$ cat config.mk
export PLATFORM = sky130hd
export DESIGN_NAME = program_writer
export DESIGN_NICKNAME = d
export VERILOG_FILES = /design/src/rtl/program_writer_pkg.sv /design/src/rtl/program_writer.sv
export SDC_FILE = /design/constraint.sdc
export NUM_CORES = 1
export LEC_CHECK = 0
export ABC_AREA = 0
export CAP_MARGIN = 40
export CORE_MARGIN = 8
export CORE_UTILIZATION = 55
export CTS_CLUSTER_SIZE = 25
export DETAILED_ROUTE_END_ITERATION = 6
export GPL_TIMING_DRIVEN = 0
export PLACE_DENSITY_LB_ADDON = 0.08
export SYNTH_ARGS = -nofsm -noshare
export SYNTH_HDL_FRONTEND = slang
export SYNTH_SLANG_ARGS = --single-unit
$ cat constraint.sdc
create_clock -name clk -period 4.3 [get_ports clk]
set_input_delay 0.645 -clock clk [delete_from_list [all_inputs] [get_ports clk]]
set_output_delay 0.645 -clock clk [all_outputs]
set_load 0.02 [all_outputs]
$ cat src/rtl/program_writer_pkg.sv
// Shared definitions for the program-memory image: opcodes, register count,
// default widths and the writer state encoding.
package program_writer_pkg;

   localparam int PW_ADDR_W   = 6;
   localparam int PW_DATA_W   = 4;
   localparam int PW_NUM_REGS = 8;

   localparam logic [3:0] OP_ADD = 4'd0;
   localparam logic [3:0] OP_SUB = 4'd1;
   localparam logic [3:0] OP_MUL = 4'd2;
   localparam logic [3:0] OP_DIV = 4'd3;
   localparam logic [3:0] OP_END = 4'd4;

   typedef enum logic [2:0] {
      S_IDLE   = 3'd0,
      S_ACCEPT = 3'd1,
      S_W_OP   = 3'd2,
      S_W_RD   = 3'd3,
      S_W_RS1  = 3'd4,
      S_W_RS2  = 3'd5,
      S_W_END  = 3'd6,
      S_DONE   = 3'd7
   } pw_state_t;

   // Arithmetic opcode with every register index inside the register file.
   function automatic logic instr_legal(input logic [3:0] op,
                                        input logic [3:0] rd,
                                        input logic [3:0] rs1,
                                        input logic [3:0] rs2,
                                        input int         num_regs);
      instr_legal = (op <= OP_DIV) &&
                    (int'(rd) < num_regs) &&
                    (int'(rs1) < num_regs) &&
                    (int'(rs2) < num_regs);
   endfunction

endpackage

$ cat src/rtl/program_writer.sv
// Serialises accepted instructions into four 4-bit memory words each and
// closes the program with an END word; all outputs are registered.
module program_writer
   import program_writer_pkg::*;
#(
   parameter int ADDR_W   = PW_ADDR_W,
   parameter int DATA_W   = PW_DATA_W,
   parameter int DEPTH    = 2 ** ADDR_W,
   parameter int NUM_REGS = PW_NUM_REGS
) (
   input  logic              clk,
   input  logic              rst_n,
   input  logic              start,
   input  logic              instr_valid,
   output logic              instr_ready,
   input  logic [3:0]        instr_op,
   input  logic [3:0]        instr_rd,
   input  logic [3:0]        instr_rs1,
   input  logic [3:0]        instr_rs2,
   output logic              mem_we,
   output logic [ADDR_W-1:0] mem_addr,
   output logic [DATA_W-1:0] mem_wdata,
   output logic              busy,
   output logic              done,
   output logic              overflow,
   output logic              error,
   output logic [4:0]        instr_count
);

   pw_state_t         r_state;
   logic [ADDR_W-1:0] r_base;
   logic [3:0]        r_rd;
   logic [3:0]        r_rs1;
   logic [3:0]        r_rs2;
   logic              r_ready;
   logic              r_mem_we;
   logic [ADDR_W-1:0] r_mem_addr;
   logic [DATA_W-1:0] r_mem_wdata;
   logic              r_busy;
   logic              r_done;
   logic              r_overflow;
   logic              r_error;
   logic [4:0]        r_count;

   logic w_xfer;
   logic w_legal;
   logic w_room;

   assign w_xfer  = instr_valid && r_ready;
   assign w_legal = instr_legal(instr_op, instr_rd, instr_rs1, instr_rs2, NUM_REGS);
   // The last word of the instruction (base+3) must leave base+4 free for END.
   assign w_room  = (int'(r_base) + 4) <= (DEPTH - 1);

   // Writer FSM with pointer, field latches and registered outputs.
   always_ff @(posedge clk or negedge rst_n) begin
      if (!rst_n) begin
         r_state     <= S_IDLE;
         r_base      <= '0;
         r_rd        <= 4'd0;
         r_rs1       <= 4'd0;
         r_rs2       <= 4'd0;
         r_ready     <= 1'b0;
         r_mem_we    <= 1'b0;
         r_mem_addr  <= '0;
         r_mem_wdata <= '0;
         r_busy      <= 1'b0;
         r_done      <= 1'b0;
         r_overflow  <= 1'b0;
         r_error     <= 1'b0;
         r_count     <= 5'd0;
      end else begin
         case (r_state)
            S_IDLE, S_DONE: begin
               if (start) begin
                  r_state    <= S_ACCEPT;
                  r_base     <= '0;
                  r_count    <= 5'd0;
                  r_overflow <= 1'b0;
                  r_error    <= 1'b0;
                  r_ready    <= 1'b1;
                  r_busy     <= 1'b1;
                  r_done     <= 1'b0;
               end
            end
            S_ACCEPT: begin
               if (w_xfer) begin
                  r_rd  <= instr_rd;
                  r_rs1 <= instr_rs1;
                  r_rs2 <= instr_rs2;
                  if (instr_op == OP_END || (w_legal && !w_room)) begin
                     r_state     <= S_W_END;
                     r_ready     <= 1'b0;
                     r_mem_we    <= 1'b1;
                     r_mem_addr  <= r_base;
                     r_mem_wdata <= DATA_W'(OP_END);
                     r_overflow  <= r_overflow | (instr_op != OP_END);
                  end else if (w_legal) begin
                     r_state     <= S_W_OP;
                     r_ready     <= 1'b0;
                     r_mem_we    <= 1'b1;
                     r_mem_addr  <= r_base;
                     r_mem_wdata <= DATA_W'(instr_op);
                  end else begin
                     r_error <= 1'b1;
                  end
               end
            end
            S_W_OP: begin
               r_state     <= S_W_RD;
               r_mem_addr  <= r_base + ADDR_W'(1);
               r_mem_wdata <= DATA_W'(r_rd);
            end
            S_W_RD: begin
               r_state     <= S_W_RS1;
               r_mem_addr  <= r_base + ADDR_W'(2);
               r_mem_wdata <= DATA_W'(r_rs1);
            end
            S_W_RS1: begin
               r_state     <= S_W_RS2;
               r_mem_addr  <= r_base + ADDR_W'(3);
               r_mem_wdata <= DATA_W'(r_rs2);
            end
            S_W_RS2: begin
               r_state  <= S_ACCEPT;
               r_mem_we <= 1'b0;
               r_base   <= r_base + ADDR_W'(4);
               r_count  <= r_count + 5'd1;
               r_ready  <= 1'b1;
            end
            S_W_END: begin
               r_state  <= S_DONE;
               r_mem_we <= 1'b0;
               r_busy   <= 1'b0;
               r_done   <= 1'b1;
            end
            default: begin
               r_state  <= S_IDLE;
               r_ready  <= 1'b0;
               r_mem_we <= 1'b0;
               r_busy   <= 1'b0;
               r_done   <= 1'b0;
            end
         endcase
      end
   end

   assign instr_ready = r_ready;
   assign mem_we      = r_mem_we;
   assign mem_addr    = r_mem_addr;
   assign mem_wdata   = r_mem_wdata;
   assign busy        = r_busy;
   assign done        = r_done;
   assign overflow    = r_overflow;
   assign error       = r_error;
   assign instr_count = r_count;

endmodule

==> results by group <==
Detailed routing
  – Pre-antenna DRT Iters: 4
  – Drt drc: 0
  – Iter 0 DRT Violations: 43
  – Routed Antenna Nets: 0
  – Via-per-instance ratio: 5.64
  – Via count: 1535
  – Total routed wirelength: around 4400 um
  – WL/cell: around 16 um

Yosys
  – Syn Area/Cell: 11.5 um2
  – Post-synth ARST share: 1.00
  – Syn nets: 198
  – Post-synthesis xor/xnor area fraction: 0.0131
  – #FFs+latches synth: 40
  – YS warnings: 0
  – Post-Synth Adder-Cell Area: 0.0187
  – Syn Inst Count: 175
  – Sequential element share of the synthesized area: 0.498
  – Synth unique cells: 44
  – Multiplexer share of the synthesized area: 0.160
  – Commonest register cell after synthesis: dfrtp_1
  – Syn Std Cell Area: about 0.0020 mm2
  – Synth Area in Simple Gates: 0.120
  – Largest family of logic cells by synthesized area: multiplexers
  – Post-synth EDFFs: 0
  – Compound-Gate Fraction of Synth Area: 0.135

Layout
  – FF+latch area: 0.00100 mm2
  – Area growth syn-to-layout: 26.6%
  – Nets: approximately 250
  – Diode count: 0
  – Multi-input gate area: around 900 um2
  – Fill count: around 270
  – Non-filler cells, final: around 270
  – Post-route cell area: around 0.0025 mm2
  – Util after Layout: 0.712
  – Layout cells sized above 1: 0.183

Floorplanning
  – Initial Util: 0.562
  – Die Area: ~0.0058 mm2
  – Core Area: approximately 0.0036 mm2
  – Rows: 22
  – Die H: 76.5 um
  – Die W: 76.5 um
  – IO Count: just over 40

Setup path
  – Reg2reg path depth: 5
  – CP max FO: 10
  – Crit. End Element: flop
  – Reg2reg setup slack: about 2.5 ns
  – CP required: 4.52 ns
  – Reg2reg end: r_base[5]
  – Crit Path Class: primary input to flop
  – FF-to-FF Start: r_state[0]
  – Setup crit start kind: primary input
  – CP Data Arrival Time: 2.47 ns

Placed design
  – DP Area: around 0.0025 mm2
  – Dpl hpwl: about 3400 um
  – Place WS: approximately 1.7 ns
  – Final GP Congestion: 0.856
  – PortBufs: 40
  – Placed insts: approximately 260

Global routing
  – First-pass GRT wire length: approximately 7200 um
  – Largest net degree at the start of global routing: 28
  – Tot GR Track Use: 0.148
  – Grt ovf: 0
  – Vias in the first global route: around 1600
  – Antenna violations before repair: 0

Timing
  – Actual slew at the worst max-slew pin: 0.883 ns
  – Worst hold slack: a little under 0.2 ns
  – Layout Skew: between 0.01 and 0.015 ns
  – RSZ-0062 raised after global routing: no
  – Fmax: roughly 0.44 GHz
  – Max Slew Vio Count: 0
  – Final setup vio count: 0
  – Final Critical Period: 2.25 ns
  – Setup slack after layout: about 2.0 ns
  – Fin crit share: 0.524
  – Slew headroom: 0.409
  – Final Hold Viols: 0
  – TNS Setup: 0 ns

Clock tree
  – Post-CTS Setup Inserts: 0
  – H-tree levels: 2
  – Total CTS buffers: 5
  – Worst-Skew Late Latency: around 0.33 ns
  – Cts hold-fix bufs: 0
  – CTS tree: built
  – Largest buffer count on any clock path: 2
  – Post-CTS sizing: 0
  – Root Buffer: clkbuf_4
  – Num Clock Sinks: 40
  – Clock Pin Slew Worst Setup and Hold Paths: approximately 0.12 ns

Worst hold path
  – HP Class: primary input to asynchronous set/reset pin

Power
  – Pwr Density: ~730 mW/mm2
  – LEAKAGE: ~1.1 nW
  – Worst ir drop on vdd: 392 uV
  – Total power: approximately 1.8 mW

Run status
  – Status: complete, no violations

Flow run
  – Max-cap violations: 0
==> layout by cell type (no fill, tap or decap), types with 5 or more instances in the layout <==
cell type        count
mux2_4               5
clkbuf_4             5
nor2_1               9
a21oi_1              6
mux2i_1              9
buf_6                5
nand3_1              5
clkdlybuf4s50_1     39
dfrtp_1             40
inv_1               11
mux2_2              14
nand2_1             10
o21ai_0             14
==> synth_stat cells, types with 2 or more instances <==
library cell  number  share of area
buf_2              2         0.0050
nor3_1             2         0.0050
a31oi_1            3         0.0093
nor2_1             9          0.017
o21ai_0           14          0.035
and3_1             2         0.0062
o2bb2ai_1          3          0.013
nand2_1           10          0.019
buf_6              5          0.028
inv_1             11          0.021
xor2_1             2         0.0087
nand3_1            5          0.012
ha_1               3          0.019
mux2_2            14          0.078
mux2_4             5          0.037
a22o_1             2         0.0087
o41ai_1            2         0.0087
a21oi_1            6          0.015
dfrtp_1           40           0.50
mux2i_1            9          0.045
nand2b_1           3         0.0093
==> per-layer routing <==
layer	up-vias	routed length (um)	global-route usage	share of wire
li1	718	-	-	-
met5	-	0	0	0
met1	766	1760	0.161	0.40
met3	5	290	0.0507	0.066
met2	46	2290	0.263	0.52
met4	0	40	0.0404	0.0091
==> kinds of logic after synthesis <==
group | after synthesis
AO/OA/AOI/OAI | 41
XOR/XNOR | 3
adder cells (fa/ha/maj) | 3
buffers and inverters | 19
flip-flops | 40
multiplexers | 28
AND/OR/NAND/NOR | 41
==> registers in the layout, summed over array words and instances, names as in the netlist <==
name / count
r_state: 3
instr_count: 5
mem_we: 1
overflow: 1
mem_wdata: 4
r_rs2: 4
error: 1
busy: 1
instr_ready: 1
r_rs1: 4
r_rd: 4
r_base: 4
mem_addr: 6
done: 1
==> power breakdown <==
| group | internal [mW] | switching, mW |
|---|---|---|
| clock | 0.0809 | 0.113 |
| sequential | 0.549 | 0.113 |
| combinational | 0.503 | 0.491 |
| total | 1.13 | 0.717 |
==> cell type report <==
| class | count | share of cell area |
|---|---|---|
| inverter | 11 | 0.0162 |
| sequential | 40 | 0.393 |
| tap | 48 | 0.0236 |
| multi-input combinational | 116 | 0.353 |
| clock buffer | 8 | 0.0231 |
| buffer | 8 | 0.0275 |
| timing repair buffer | 41 | 0.163 |
==> critical path, stage by stage <==
cell and delay (ns):
clkdlybuf4s50_1 0.54, nor4b_4 0.39, a21oi_2 0.13, o31a_1 0.31
buf_6 0.16, mux2_4 0.30
==> how the worst max path moves through the flow <==
stage | startpoint | end | slack (ns) | cells after the start
floorplan | instr_op[0] | mem_addr[2] | 2.42 | 5
global placement | rst_n | r_rs1[2] | 1.67 | 1
global route | start | r_base[5] | 2.04 | 5
CTS | instr_op[3] | mem_addr[5] | 2.08 | 6
detailed placement | instr_op[3] | mem_addr[5] | 1.72 | 6
finish | instr_op[3] | mem_addr[5] | 2.05 | 6
(Power assumes the default switching activity.)
